--- src/rtl/systolic_pkg.sv ---
// Shared types and sizing helpers for the systolic array sequencer.
// Holds the FSM state enum, default sizes and width functions.
package systolic_pkg;

  typedef enum logic [1:0] {
    S_IDLE,
    S_CLEAR,
    S_FEED,
    S_OUT
  } state_e;

  localparam int P_DW = 8;
  localparam int P_N  = 4;
  localparam int P_K  = 4;

  function automatic int cnt_w(input int n);
    return (n > 1) ? $clog2(n) : 1;
  endfunction

  function automatic int feed_len(input int k, input int n);
    return k + 2 * n - 2;
  endfunction

  function automatic int res_w(input int dw);
    return 2 * dw + 1;
  endfunction

  localparam int P_F  = feed_len(P_K, P_N);
  localparam int P_KW = cnt_w(P_K);
  localparam int P_NW = cnt_w(P_N);
  localparam int P_FW = cnt_w(P_F);

endpackage

--- src/rtl/systolic_skew.sv ---
// Diagonal skew for one array edge: lane g is delayed g cycles.
// Ports: clk, rst, clr (flush), fill (lane input valid), d/q lanes.
module systolic_skew #(
  parameter int DW = 8,
  parameter int N  = 4
) (
  input  logic          clk,
  input  logic          rst,
  input  logic          clr,
  input  logic          fill,
  input  logic [N*DW-1:0] d,
  output logic [N*DW-1:0] q
);

  for (genvar g = 0; g < N; g++) begin : g_lane
    logic [DW-1:0] din;

    // Invalid slots enter the pipe as zero.
    assign din = fill ? d[g*DW +: DW] : '0;

    if (g == 0) begin : g_comb
      assign q[DW-1:0] = din;
    end else begin : g_reg
      logic [DW-1:0] sr [g];

      always_ff @(posedge clk) begin
        if (rst || clr) begin
          for (int s = 0; s < g; s++)
            sr[s] <= '0;
        end else begin
          sr[0] <= din;
          for (int s = 1; s < g; s++)
            sr[s] <= sr[s-1];
        end
      end

      assign q[g*DW +: DW] = sr[g-1];
    end
  end

endmodule

--- src/rtl/systolic_ctrl.sv ---
// Sequencer for an NxN output-stationary systolic array.
// Clears, feeds skewed operands, then streams results row-major.
module systolic_ctrl
  import systolic_pkg::*;
#(
  parameter int DW = P_DW,
  parameter int N  = P_N,
  parameter int K  = P_K
) (
  input  logic                       clk,
  input  logic                       rst,
  input  logic                       start,
  output logic                       busy,
  output logic                       done,
  output logic                       rd_en,
  output logic [cnt_w(K)-1:0]        rd_addr,
  input  logic [N*DW-1:0]            a_rd_data,
  input  logic [N*DW-1:0]            b_rd_data,
  output logic                       arr_clr,
  output logic [N*DW-1:0]            x_edge,
  output logic [N*DW-1:0]            y_edge,
  input  logic [N*N*res_w(DW)-1:0]   pe_out_flat,
  output logic                       res_valid,
  input  logic                       res_ready,
  output logic [res_w(DW)-1:0]       res_data,
  output logic [cnt_w(N)-1:0]        res_row,
  output logic [cnt_w(N)-1:0]        res_col
);

  localparam int F  = feed_len(K, N);
  localparam int AW = cnt_w(K);
  localparam int FW = cnt_w(F);
  localparam int IW = cnt_w(N);
  localparam int RW = res_w(DW);

  state_e        st, st_nx;
  logic [FW-1:0] f_q, f_nx;
  logic [IW-1:0] r_q, r_nx;
  logic [IW-1:0] c_q, c_nx;
  logic          fill;
  logic          skew_clr;

  always_ff @(posedge clk) begin
    if (rst) begin
      st  <= S_IDLE;
      f_q <= '0;
      r_q <= '0;
      c_q <= '0;
    end else begin
      st  <= st_nx;
      f_q <= f_nx;
      r_q <= r_nx;
      c_q <= c_nx;
    end
  end

  always_comb begin
    st_nx = st;
    f_nx  = f_q;
    r_nx  = r_q;
    c_nx  = c_q;
    done  = 1'b0;
    unique case (st)
      S_IDLE: begin
        if (start)
          st_nx = S_CLEAR;
      end
      S_CLEAR: begin
        st_nx = S_FEED;
        f_nx  = '0;
      end
      S_FEED: begin
        if (f_q == FW'(F - 1)) begin
          st_nx = S_OUT;
          f_nx  = '0;
          r_nx  = '0;
          c_nx  = '0;
        end else begin
          f_nx = f_q + 1'b1;
        end
      end
      S_OUT: begin
        if (res_ready) begin
          if (c_q == IW'(N - 1)) begin
            c_nx = '0;
            if (r_q == IW'(N - 1)) begin
              r_nx  = '0;
              st_nx = S_IDLE;
              done  = 1'b1;
            end else begin
              r_nx = r_q + 1'b1;
            end
          end else begin
            c_nx = c_q + 1'b1;
          end
        end
      end
      default: st_nx = S_IDLE;
    endcase
  end

  // Read one slice ahead: data for slot f arrives in FEED cycle f.
  always_comb begin
    rd_en   = 1'b0;
    rd_addr = '0;
    if (st == S_CLEAR) begin
      rd_en = 1'b1;
    end else if (st == S_FEED && (int'(f_q) + 1 < K)) begin
      rd_en   = 1'b1;
      rd_addr = AW'(f_q + 1'b1);
    end
  end

  assign busy      = (st != S_IDLE);
  assign arr_clr   = (st == S_CLEAR);
  assign res_valid = (st == S_OUT);
  assign res_row   = r_q;
  assign res_col   = c_q;
  assign res_data  = (st == S_OUT) ?
    pe_out_flat[(int'(r_q) * N + int'(c_q)) * RW +: RW] : '0;

  assign fill     = (st == S_FEED) && (int'(f_q) < K);
  assign skew_clr = (st == S_CLEAR);

  systolic_skew #(.DW(DW), .N(N)) u_skew_x (
    .clk  (clk),
    .rst  (rst),
    .clr  (skew_clr),
    .fill (fill),
    .d    (a_rd_data),
    .q    (x_edge)
  );

  systolic_skew #(.DW(DW), .N(N)) u_skew_y (
    .clk  (clk),
    .rst  (rst),
    .clr  (skew_clr),
    .fill (fill),
    .d    (b_rd_data),
    .q    (y_edge)
  );

endmodule

--- config.mk ---
export PLATFORM = sky130hd
export DESIGN_NAME = systolic_ctrl
export DESIGN_NICKNAME = d
export VERILOG_FILES = /design/src/rtl/systolic_pkg.sv /design/src/rtl/systolic_skew.sv /design/src/rtl/systolic_ctrl.sv
export SDC_FILE = /design/constraint.sdc
export NUM_CORES = 1
export LEC_CHECK = 0
export BUFFER_PORTS_ARGS = -buffer_cell sky130_fd_sc_hd__buf_2
export CAP_MARGIN = 20
export CORE_AREA = 2 2 169 171
export DETAILED_ROUTE_END_ITERATION = 16
export DIE_AREA = 0 0 171 173
export MAX_ROUTING_LAYER = met4
export PLACE_DENSITY = 0.61
export SLEW_MARGIN = 5
export SYNTH_ARGS = -nofsm -noshare
export SYNTH_HDL_FRONTEND = slang
export SYNTH_HIERARCHICAL = 1
export SYNTH_SLANG_ARGS = --single-unit
--- constraint.sdc ---
create_clock -name clk -period 3.96 [get_ports clk]
set_clock_uncertainty 0.1 [all_clocks]
set_input_delay 0.792 -clock clk [delete_from_list [all_inputs] [get_ports clk]]
set_output_delay 0.792 -clock clk [all_outputs]
set_load 0.02 [all_outputs]
==> results of run 1 <==
## power breakdown
part / total, mW / internal, mW / switching [mW]
Clock: 0.894 / 0.452 / 0.442
Combinational: 1.02 / 0.418 / 0.598
Sequential: 1.14 / 1.12 / 0.0229
## metrics by stage
step / utilization / total power, mW / hold WS [ps] / std cells
2_1_floorplan: - / 1.88 / 341 / 623
3_3_place_gp: 0.319 / 2.19 / 342 / 1355
3_5_place_dp: 0.319 / 2.19 / 350 / 1355
4_1_cts: 0.330 / 3.10 / 363 / 1371
5_1_grt: 0.331 / 3.22 / 373 / 1381
6_report: 0.331 / 3.05 / 358 / 1383
## cell usage after synthesis (5+ instances only)
cell type    n
nand2b_1    11
nand2_1     25
buf_6       15
and4bb_2    36
a21oi_1      5
o21ai_1     15
ha_1         9
inv_1        8
a22oi_1     53
nand3_1     19
buf_12       7
nor3b_2     40
nor2_1       8
buf_4       36
clkbuf_1    12
nor4bb_1     8
mux4_1       5
dfxtp_1    106
and2_1      19
mux2i_1    114
mux4_2       8
buf_2       22
nor2b_1      5
nor3b_1      9
## worst paths after layout
| kind | start | to | cells after the start |
|---|---|---|---|
| setup / recovery | res_row[0]$_SDFFE_PP0P_ | res_data[13] | 7 |
| hold / removal | u_skew_y/g_lane[3].g_reg.sr[0][1]$_SDFF_PP0_ | u_skew_y/g_lane[3].g_reg.sr[0][9]$_SDFF_PP0_ | 1 |
| setup reg to reg | st[0]$_SDFFE_PP0P_ | u_skew_y/g_lane[2].g_reg.sr[0][5]$_SDFF_PP0_ | 7 |
| hold reg to reg | u_skew_y/g_lane[3].g_reg.sr[0][1]$_SDFF_PP0_ | u_skew_y/g_lane[3].g_reg.sr[0][9]$_SDFF_PP0_ | 1 |
## registers in the layout, summed over array words and instances, names as in the netlist
register,count
st,2
res_row,2
u_skew_x/g_lane.g_reg.sr,48
f_q,4
res_col,2
u_skew_y/g_lane.g_reg.sr,48
## logic make-up (layout without fill, tap and decap cells)
kind of cell,after synthesis,count (layout),synth area share
DFF,106,106,0.315
and+or+nand+nor,193,193,0.246
other,0,12,0
muxes,127,127,0.216
adders and majority gates,9,9,0.0167
AOI/OAI and AO/OA,87,87,0.0901
buffers and inverters,101,471,0.116
## routing by layer
metal | global-route usage | vias up | routed length [µm]
met5 | - | - | 0
met4 | 0.0586 | 0 | 699
met3 | 0.0629 | 47 | 2590
met2 | 0.279 | 297 | 12300
met1 | 0.227 | 2915 | 11700
li1 | - | 3036 | -
## worst max-delay path: cells and delay by family (launching register included)
kind,cells,cell delay (ps)
and+or+nand+nor,2,770
buffers and inverters,3,810
DFF,1,470
AOI/OAI and AO/OA,2,220
## cells in the final DEF, fill, tap and decap left out, types with 2 or more instances in the layout
cell type  netlist  layout
nor3b_1          9       9
diode_2          0      12
nor3_1           3       3
mux4_2           8       8
mux2i_1        114     114
nand2_1         25      25
nand2b_1        11      11
nor2b_1          5       2
o211ai_1         4       4
mux4_1           5       5
nor3b_2         40      40
clkbuf_16        0       9
inv_1            8       8
buf_4           36      13
o21ai_1         15      15
ha_1             9       8
nor2b_2          0       3
nor2_1           8       7
and2_1          19      19
a21oi_1          5       5
o21ai_0          2       2
nand3_1         19      19
and4bb_1         4       4
a32o_1           2       2
and4bb_2        36      36
inv_6            0       5
a22oi_1         53      53
nand4b_1         2       2
buf_12           7       4
buf_2           22     430
dfxtp_1        106     105
nor4bb_1         8       8
## area by class of cell
| cell class | instances | area, µm² |
|---|---|---|
| Clock buffer | 9 | 225 |
| Tap cell | 378 | 473 |
| Multi-Input combinational cell | 416 | 3850 |
| Antenna cell | 12 | 30.0 |
| Sequential cell | 106 | 2130 |
| Clock inverter | 7 | 76.3 |
| Timing Repair Buffer | 447 | 2330 |
| Inverter | 8 | 30.0 |
| Fill cell | 2906 | 18500 |
==> summary.txt, run 1 <==
Power and ir drop
  – LEAKAGE: about 4.0 nW
  – PD cells: 334 nW/µm²
  – Worst vdd ir: between 0.2 and 0.25 mV

GRT
  – Vias in the first global route: around 6,200
  – GRT Util Overall: 0.183
  – Initial antenna violation count: 12
  – Largest net degree at the start of global routing: 97
  – Grt ovf: 0
  – First-pass GRT wire length: 39,200 µm

CTS
  – Postcts setup bufs: 0
  – Max clock buf depth: 2
  – Clock transition at the registers of the reported paths: about 80 ps
  – Clk root buf: clkbuf_16
  – CTS Hold Bufs: 0
  – Clock sink count: 106
  – Htree depth: 3
  – Worst-Skew Late Latency: around 350 ps
  – PostCTS Resize Cnt: 0
  – CTS Buf Count: 9
  – CTS tree: yes

Setup path
  – CP max FO: 18
  – CP dominant cell by count: buf_4
  – CP startpoint kind: flip-flop
  – Slowest stage delay, CP: ~650 ps
  – Worst endpoint data arrival time: 2620 ps
  – CP required: a little over 3000 ps
  – R2R Setup Slk: ~1600 ps
  – CP max stage cell: nor2_2
  – CP Class: reg -> out
  – Worst setup EP type: output pin
  – Critical-path cell list: buf_4 -> nor2_2 -> buf_4 -> a22oi_1 -> nand3_1 -> o21ai_1 -> buf_2

Drt
  – Post-route ant nets: 0
  – DRT Pass-1 Iters: 5
  – Wire per inst: between 15 and 20 µm
  – Vias: 6,295
  – Initial DRC count: between 400 and 500
  – Vias per Instance: ~4.6
  – DRC: 0
  – Post-Route WL: 27,200 µm

Synthesis
  – Synth area leader: dfxtp_1
  – Post-Syn Instances: 623
  – Syn. warnings: 6
  – Cell variety after synth: 41
  – Syn Std Cell Area: 6730 µm²
  – Post-synth EDFFs: 0
  – Synthesized Nets: approximately 1,000
  – Syn avg cell area: 10.8 µm²
  – Sequential area share after synthesis: 0.315
  – Main area contributors after synthesis: dfxtp_1 (32%), mux2i_1 (17%), nor3b_2 (7.4%)
  – Share of the synthesized area in the top cell type: 0.315
  – Ys flop type: dfxtp_1
  – Async SR Flop Fraction: 0
  – Seq cells post-synth: roughly 110

Die
  – Core region area: 27,600 µm²
  – Core Rows: 61
  – Die area: ~30,000 µm²
  – Die Y: roughly 170 µm
  – Number of top-level pins: ~430
  – Die Wd: around 170 µm
  – Starting density of the core: 0.244

Timing
  – Total negative slack: 0 ps
  – Setup ws final: 445 ps
  – Tightest Pin Transition: between 1000 and 1500 ps
  – Minimum clock period: approximately 3500 ps
  – Fin crit share: 0.888
  – Slew margin rel.: 0.285
  – Maximum clock frequency: around 0.28 GHz
  – Setup-failing EPs final: 0
  – Pins Over Slew Limit: 0
  – Final Hold Fails: 0
  – RSZ-0062 raised after global routing: no

Job
  – Maxcap violations: 0

Min path
  – Worst hold path type: reg -> reg

Placed design
  – HPWL after DPL: 22,500 µm
  – I/O Buffers: between 400 and 500
  – Placed cell area: between 8000 and 9000 µm²
  – Setup WS pre-CTS: 843 ps
  – Routability Congestion: just over 1

Layout
  – Final Cell Area: 9140 µm²
  – Area grow syn2layout: 35.8%
  – Final nets: 1,337
  – Layout cells sized above 1: 0.559

Run status
  – Outcome: finished, final reports clean
Note: power is estimated with default switching activity, not from simulation.
==> run 2: changes to the inputs <==
REMOVE_ABC_BUFFERS = 1   (was unset)
==> summary.txt, run 2 (synthesis gave the netlist of run 1 again) <==
CTS
  – CTS Hold Bufs: 0
  – Clock sink count: approximately 110
  – Clk root buf: clkbuf_16
  – CTS Buf Count: 9
  – PostCTS Resize Cnt: 0
  – Clock transition at the registers of the reported paths: roughly 90 ps
  – Max clock buf depth: 2
  – CTS tree: yes
  – Worst-Skew Late Latency: about 350 ps
  – Postcts setup bufs: 0
  – Htree depth: 3

Die
  – Core region area: between 20,000 and 30,000 µm²
  – Die area: 29,600 µm²
  – Core Rows: between 60 and 70
  – Die Wd: approximately 170 µm
  – Starting density of the core: 0.244
  – Die Y: 173 µm
  – Number of top-level pins: about 430

Timing
  – Fin Hold WS: roughly 360 ps
  – Setup-failing EPs final: 0
  – Pins Over Slew Limit: 0
  – Fin crit share: 0.824
  – Total negative slack: 0 ps
  – Final Hold Fails: 0
  – Minimum clock period: 3260 ps
  – Tightest Pin Transition: between 800 and 900 ps
  – Slew margin rel.: 0.425
  – Maximum clock frequency: 0.307 GHz
  – RSZ-0062 raised after global routing: no

Setup path
  – CP startpoint kind: flip-flop
  – CP Class: reg -> out
  – Reg-to-reg critical path endpoint: u_skew_x/g_lane[3].g_reg.sr[0][5]$_SDFF_PP0_
  – Worst Setup SP: st[0]$_SDFFE_PP0P_
  – R2r startpoint: st[0]$_SDFFE_PP0P_
  – Worst setup EP type: output pin
  – CP required: roughly 3100 ps
  – CP max FO: about 40
  – R2R depth: 6
  – R2R Setup Slk: about 1600 ps
  – Worst endpoint data arrival time: 2370 ps

Placed design
  – Routability Congestion: 0.852
  – I/O Buffers: approximately 430
  – HPWL after DPL: around 19,000 µm

Layout
  – Final nets: 1,336
  – Most common cell after layout, fill and taps aside: buf_2
  – Area grow syn2layout: 35.3%
  – Regs by FF count: u_skew_x/g_lane.g_reg.sr (48), u_skew_y/g_lane.g_reg.sr (48), f_q (4)
  – Final core utilization: 0.330
  – Layout cells sized above 1: 0.559
  – Most frequent cells in the layout: buf_2 (430), mux2i_1 (114), dfxtp_1 (105)
  – # fillers: roughly 2,900

Min path
  – Worst hold path type: reg -> reg
  – Hold Path Origin: u_skew_y/g_lane[3].g_reg.sr[0][0]$_SDFF_PP0_
  – Worst Hold Depth: 1
  – Hold path endpoint: u_skew_y/g_lane[3].g_reg.sr[0][8]$_SDFF_PP0_

GRT
  – Grt ovf: 0
  – First-pass GRT wire length: 35,000 µm
  – GRT Util Overall: 0.160
  – Grt met3 use: 0.0364
  – Met1 usage: 0.176
  – Initial antenna violation count: 6
  – Met2 Use GR: 0.291
  – Vias in the first global route: around 6,300
  – Largest net degree at the start of global routing: 64
  – GRT busiest layer: met2

Power and ir drop
  – Pwr Total: between 3 and 4 mW
  – Worst vdd ir: about 0.2 mV
  – LEAKAGE: approximately 4 nW
  – PD cells: ~340 nW/µm²

Drt
  – DRC: 0
  – Post-Route WL: approximately 24,000 µm
  – Initial DRC count: between 300 and 400
  – Vias per Instance: around 4.5
  – Wire per inst: 17.8 µm
  – Vias: 6,213
  – DRT Pass-1 Iters: 4
  – Post-route ant nets: 0

Run status
  – Outcome: finished, final reports clean

Job
  – Maxcap violations: 0
run 2: changes by cell type in the layout (fill, tap and decap cells not counted), sizes merged:
cell,before,now
buf,447,446
clkinv,1,4
diode,12,6
inv,14,10
run 2: critical path, cell delays in order, from the launching register on:
cell	delay (ps)
dfxtp_1	370
inv_1	130
ha_1	350
nor2b_1	190
and2_2	580
and2_1	220
buf_2	160
run 2: layer usage:
metal / vias up / share of wire
li1: 3017 / -
met1: 2860 / 0.39
met2: 317 / 0.51
met3: 19 / 0.086
met4: 0 / 0.011
met5: - / 0
run 2: cell type report:
type / count / area [µm²] / area share
sequential: 106 / 2130 / 0.233
timing repair buffer: 446 / 2310 / 0.254
inverter: 8 / 30.0 / 0.00330
clock buffer: 9 / 225 / 0.0247
clock inverter: 6 / 62.6 / 0.00687
antenna: 6 / 15.0 / 0.00165
tap: 378 / 473 / 0.0519
multi-input combinational: 416 / 3860 / 0.424
run 2: worst max-delay path by stage:
stage	end
after floorplan	res_data[0]
after global routing	res_data[5]
after global placement	res_data[7]
after detailed placement	res_data[7]
after CTS	res_data[5]
final	y_edge[3]
run 2: power by group:
group          switching, mW  total, mW  internal, mW
sequential            0.0234       1.14          1.12
clock                  0.459      0.899         0.440
combinational          0.585       1.01         0.426
run 2: stage by stage:
stage / area [µm²] / instances / setup WS, ps
floorplan: 5980 / 530 / -2670
global placement: 8800 / 1354 / 1040
detailed placement: 8800 / 1354 / 1030
CTS: 9090 / 1369 / 616
global route: 9100 / 1374 / 466
finish: 9100 / 1375 / 698
